$ cat config.mk
export PLATFORM = sky130hd
export DESIGN_NAME = fifo_wr_ctrl
export DESIGN_NICKNAME = d
export VERILOG_FILES = /design/src/rtl/fifo_pkg.sv /design/src/rtl/fifo_wr_ctrl_gray2bin.sv /design/src/rtl/fifo_wr_ctrl.sv
export SDC_FILE = /design/constraint.sdc
export NUM_CORES = 1
export LEC_CHECK = 0
export CAP_MARGIN = 20
export CORE_ASPECT_RATIO = 0.8
export CORE_MARGIN = 10
export CORE_UTILIZATION = 39
export CTS_CLUSTER_SIZE = 16
export DETAILED_ROUTE_END_ITERATION = 8
export PLACE_DENSITY = 0.7
export SLEW_MARGIN = 0
export SYNTH_ARGS = -nofsm -noshare
export SYNTH_HDL_FRONTEND = slang
export SYNTH_SLANG_ARGS = --single-unit
$ cat constraint.sdc
create_clock -name wclk -period 2.4 [get_ports wclk]
set_input_delay 0.24 -clock wclk [delete_from_list [all_inputs] [get_ports wclk]]
set_output_delay 0.24 -clock wclk [all_outputs]
set_load 0.005 [all_outputs]
$ cat src/rtl/fifo_pkg.sv
// -----------------------------------------------------------------------------
// fifo_pkg
// Shared helpers for the asynchronous FIFO write- and read-side controllers.
//
// Contents:
//   log2()        - ceiling log2, used to derive pointer widths from DEPTH
//   bin_to_gray() - binary to reflected Gray code (up to 32 bits)
//   gray_to_bin() - reflected Gray code to binary (up to 32 bits)
//   wr_flags_t    - registered status flags of the write side
//
// Callers zero-extend their operands to 32 bits and cast the result back to
// their own width. Zero upper bits do not disturb the lower bits of either
// conversion, so one fixed-width implementation serves every pointer width.
// -----------------------------------------------------------------------------
package fifo_pkg;

    localparam int FN_W = 32;

    typedef struct packed {
        logic full;
        logic almost_full;
    } wr_flags_t;

    function automatic int log2(input int value);
        int r;
        r = 0;
        for (int i = 0; i < 31; i++) begin
            if ((1 << i) < value) begin
                r = i + 1;
            end
        end
        return r;
    endfunction

    function automatic logic [FN_W-1:0] bin_to_gray(input logic [FN_W-1:0] bin);
        return bin ^ (bin >> 1);
    endfunction

    function automatic logic [FN_W-1:0] gray_to_bin(input logic [FN_W-1:0] gray);
        logic [FN_W-1:0] bin;
        bin[FN_W-1] = gray[FN_W-1];
        for (int i = FN_W - 2; i >= 0; i--) begin
            bin[i] = bin[i+1] ^ gray[i];
        end
        return bin;
    endfunction

endpackage

$ cat src/rtl/fifo_wr_ctrl_gray2bin.sv
// -----------------------------------------------------------------------------
// gray2bin
// Purely combinational Gray-to-binary converter.
//
// Parameters:
//   W    - pointer width (at most 32)
// Ports:
//   gray - input,  W bits: Gray-coded value
//   bin  - output, W bits: binary equivalent
// -----------------------------------------------------------------------------
module gray2bin
    import fifo_pkg::*;
#(
    parameter int W = 4
) (
    input  logic [W-1:0] gray,
    output logic [W-1:0] bin
);

    assign bin = W'(gray_to_bin(FN_W'(gray)));

endmodule

$ cat src/rtl/fifo_wr_ctrl.sv
// -----------------------------------------------------------------------------
// fifo_wr_ctrl
// Write-side controller of an asynchronous FIFO. Keeps the binary and Gray
// write pointers, generates the memory write strobe/address and derives the
// full, almost-full and occupancy flags against the read pointer that has
// already been synchronised into wclk.
//
// Parameters:
//   DEPTH        - number of FIFO entries (power of two, >= 4)
//   AFULL_TH     - occupancy at or above which walmost_full asserts (1..DEPTH)
// Ports:
//   wclk         - in : write clock, rising edge
//   wrst         - in : asynchronous reset, active-low
//   winc         - in : write request
//   rptr         - in : AW+1 bits, Gray read pointer synchronised to wclk
//   wen          - out: memory write strobe (winc & ~wfull)
//   waddr        - out: AW bits, memory write address
//   wptr         - out: AW+1 bits, registered Gray write pointer
//   wfull        - out: registered full flag
//   walmost_full - out: registered almost-full flag
//   wlevel       - out: AW+1 bits, registered occupancy (0..DEPTH)
//   wovf         - out: sticky overflow flag
//
// Build option:
//   FIFO_WR_OVF_EN - when defined, wovf is a sticky flop set by a write
//                    attempted while full; otherwise wovf is constant 0.
// -----------------------------------------------------------------------------
module fifo_wr_ctrl
    import fifo_pkg::*;
#(
    parameter  int DEPTH    = 8,
    parameter  int AFULL_TH = DEPTH - 2,
    localparam int AW       = log2(DEPTH)
) (
    input  logic          wclk,
    input  logic          wrst,
    input  logic          winc,
    input  logic [AW:0]   rptr,
    output logic          wen,
    output logic [AW-1:0] waddr,
    output logic [AW:0]   wptr,
    output logic          wfull,
    output logic          walmost_full,
    output logic [AW:0]   wlevel,
    output logic          wovf
);

    localparam int        PW    = AW + 1;
    localparam logic [AW:0] AF_TH = PW'(AFULL_TH);

    logic [AW:0] wbin;
    logic [AW:0] wbin_next;
    logic [AW:0] wgray_next;
    logic [AW:0] rbin;
    logic [AW:0] full_cmp;
    logic [AW:0] level_next;
    logic        accept;
    wr_flags_t   flags;
    wr_flags_t   flags_next;

    gray2bin #(
        .W (PW)
    ) u_rptr_g2b (
        .gray (rptr),
        .bin  (rbin)
    );

    assign accept     = winc & ~wfull;
    assign wen        = accept;
    assign waddr      = wbin[AW-1:0];

    assign wbin_next  = wbin + PW'(accept);
    assign wgray_next = PW'(bin_to_gray(FN_W'(wbin_next)));

    // The writer is exactly one lap (DEPTH entries) ahead of the reader when
    // the two top Gray bits differ and the remainder matches.
    assign full_cmp   = {~rptr[AW], ~rptr[AW-1], rptr[AW-2:0]};
    assign level_next = wbin_next - rbin;

    always_comb begin
        flags_next             = '0;
        flags_next.full        = (wgray_next == full_cmp);
        flags_next.almost_full = (level_next >= AF_TH);
    end

    always_ff @(posedge wclk or negedge wrst) begin
        if (!wrst) begin
            wbin   <= '0;
            wptr   <= '0;
            wlevel <= '0;
            flags  <= '0;
        end else begin
            wbin   <= wbin_next;
            wptr   <= wgray_next;
            wlevel <= level_next;
            flags  <= flags_next;
        end
    end

    assign wfull        = flags.full;
    assign walmost_full = flags.almost_full;

`ifdef FIFO_WR_OVF_EN
    logic ovf;

    // Sticky: only reset clears it.
    always_ff @(posedge wclk or negedge wrst) begin
        if (!wrst) begin
            ovf <= 1'b0;
        end else if (winc && wfull) begin
            ovf <= 1'b1;
        end
    end

    assign wovf = ovf;
`else
    assign wovf = 1'b0;
`endif

endmodule
==> metrics.json <==
{
  "run_status": "completed",
  "die_h_um": 56.6,
  "largest_cells_by_area_after_synthesis": "dfrtp_1, ha_1, xnor2_1, xor2_1, xor2_2",
  "aggregate_global_route_resource_usage_pct": 7.31,
  "antenna_left": 0,
  "yosys_register_bits": 13,
  "fin_crit_sh_pct": 92.1,
  "number_of_instances_in_the_placed_design": 99,
  "tritoncts.num_buffers": 3,
  "min-delay-path-class": "in -> async",
  "ctsLongestPathBuffers": 2,
  "worst_ep_arrival_time_ps": 2370,
  "cts_post_setup_buffers_inserted": 0,
  "setup.worst_path.end_class": "flip-flop",
  "antennaDiodeCount": 0,
  "drt_pass1_iterations": 2,
  "cts-htree-levels": 1,
  "syn_area_per_cell_um2": 12.8,
  "antenna_violations_before_repair": 0,
  "core_area_um2": 1610,
  "setup-violations-final": 0,
  "final.setup_skew_ps": 1.66,
  "grt_overflow": 0,
  "post_dp_cell_area_um2": 926,
  "cts_resized": 0,
  "slew_headroom_pct": 62.9,
  "setup.reg_to_reg.worst_slack_ps": 290,
  "tritoncts_clock_tree": "done",
  "insertion_delay_ps": 270,
  "worst_r2r_src": "wfull$_DFF_PN0_",
  "dp.final_hpwl_um": 1110,
  "number_of_cells_on_the_worst_reg_to_reg_path": 9,
  "synth_top_area_share_pct": 49.8,
  "drt_drc_violations_left": 0,
  "synth.cells.most_frequent": "dfrtp_1, inv_1, ha_1, xnor2_1, xor2_1",
  "critPathRequiredTime_ps": 2560,
  "io_pins": 22,
  "clockRootBuffer": "clkbuf_4",
  "dp_slack_ps": -143,
  "layout.cell_area.non_filler_um2": 952,
  "synth.net_count": 64,
  "fraction_of_synthesis_flops_using_an_asynchronous_set_or_reset_pin_pct": 100,
  "power.static_leakage_nw": 0.444,
  "synth_cells": 51,
  "fin_total_pwr_mw": 1.45,
  "routedWlPerCell_um": 12.0,
  "final.setup.worst_slack_ps": 190,
  "cts_hold_buffers": 0,
  "yosys_most_used_dff": "dfrtp_1",
  "totalNegativeSetupSlack_ps": 0,
  "timing_worst_setup_path_type": "in -> reg",
  "hold_viol_final": 0,
  "grt_pass1_wl_um": 2010,
  "gpl.final_weighted_congestion": 0.813,
  "synthesis.yosys.warnings": 0,
  "fraction_of_the_yosys_area_taken_by_sequential_cells_pct": 49.8,
  "drv_slew": 0,
  "first_global_vias": 459,
  "final_layout_size_suffix_gt1_share_pct": 16.0,
  "finalWirelength_um": 1240,
  "start_util_pct": 40.6,
  "finish.cell_count_without_fillers": 103,
  "synth-edff-count": 0,
  "site_rows": 13,
  "max_freq_ghz": 0.453,
  "worst_slew_pin_slew_ps": 555,
  "synth.largest_area_cell": "dfrtp_1",
  "synthMostInstantiatedCell": "dfrtp_1",
  "top_fanout_value_on_the_critical_path": 3,
  "floorplan.die_area_um2": 3720,
  "tritoncts_num_sinks": 13,
  "detailroute.via_count": 450,
  "port-buffer-count": 20,
  "clk_transition_reported_paths_ps": 80,
  "detail_route.vias_per_cell": 4.37,
  "post_synth_cell_types": 19,
  "start_kind": "primary input",
  "drt_iter0_markers": 2,
  "area_overhead_vs_synth_pct": 45.8,
  "r2r-end": "walmost_full$_DFF_PN0_",
  "period_minus_slack_ps": 2210,
  "grt_max_degree": 14,
  "vdd_drop_max_uv": 658,
  "setup_repair_after_global_routing_missed_its_margin": "false",
  "dieWidth_um": 65.8,
  "fin_nets": 95,
  "cap_violations": 0,
  "netlist_area_um2": 653,
  "cellPowerDensity_nw_per_um2": 1530
}
[worst max path at each step]
stage | start | end | slack (ps) | cells past startpoint
6_report | winc | walmost_full$_DFF_PN0_ | 190 | 10
3_3_place_gp | winc | walmost_full$_DFF_PN0_ | -20 | 10
2_1_floorplan | wfull$_DFF_PN0_ | walmost_full$_DFF_PN0_ | 190 | 9
5_1_grt | winc | walmost_full$_DFF_PN0_ | 100 | 10
3_5_place_dp | winc | walmost_full$_DFF_PN0_ | -140 | 10
4_1_cts | winc | walmost_full$_DFF_PN0_ | 170 | 10
[kinds of logic after synthesis]
logic type	after synthesis	share of synthesized area (%)
buf+inv	7	4.60
compound gates	4	3.83
fa+ha+maj	6	12.6
other cells	1	0.574
xor+xnor	13	22.0
simple gates	7	6.51
flops	13	49.8
[registers in the layout, indices dropped and copies added (netlist names)]
name,flops
wbin,4
wptr,3
wlevel,4
wfull,1
walmost_full,1
[cells in the final DEF, fill, tap and decap left out]
master / synthesis / final
nand2_1: 1 / 1
a21o_1: 1 / 1
nand3_2: 1 / 1
a21oi_1: 1 / 1
fa_1: 1 / 1
or3_1: 2 / 2
nor2b_1: 1 / 1
dfrtp_1: 13 / 13
a22oi_1: 1 / 1
clkbuf_4: 0 / 3
xor2_2: 2 / 2
xor3_1: 1 / 1
clkbuf_1: 0 / 1
xnor2_1: 5 / 5
ha_1: 5 / 5
nand3_1: 2 / 2
buf_4: 1 / 7
clkdlybuf4s50_1: 0 / 20
conb_1: 1 / 1
inv_1: 6 / 6
o21ai_0: 1 / 1
xor2_1: 5 / 5
[critical path: stages]
cell and delay, ps:
clkdlybuf4s50_1 400, nor2b_1 140, ha_1 200, ha_1 220, xor2_2 180, ha_1 310, nand2_1 50, o21ai_0 190
xor3_1 270, a21o_1 170
[layout make-up]
cell class / count / area (µm²)
inverter: 6 / 22.5
timing repair buffer: 27 / 253
fill: 137 / 658
clock buffer: 4 / 26.3
tap: 22 / 27.5
multi-input combinational: 31 / 298
sequential: 13 / 325
[power breakdown]
| group | internal, mW | leakage [nW] | switching [mW] |
|---|---|---|---|
| Sequential | 0.348 | 0.153 | 0.0551 |
| Combinational | 0.537 | 0.276 | 0.382 |
| Clock | 0.0643 | 0.0150 | 0.0667 |
| Total | 0.950 | 0.444 | 0.504 |
[per-layer routing]
metal  share of wire (%)  track usage (%)
met1                  45             8.40
met4                 4.1             7.32
met2                  44             10.7
met3                 6.9             1.39
met5                   0                0
[metrics by stage]
step           util [%]  hold WS, ps
2_1_floorplan         -        -55.6
3_3_place_gp       57.5          607
3_5_place_dp       57.5          595
4_1_cts            59.1          342
5_1_grt            59.1          369
6_report           59.1          326
No activity file was read; power rests on OpenSTA's default activity.
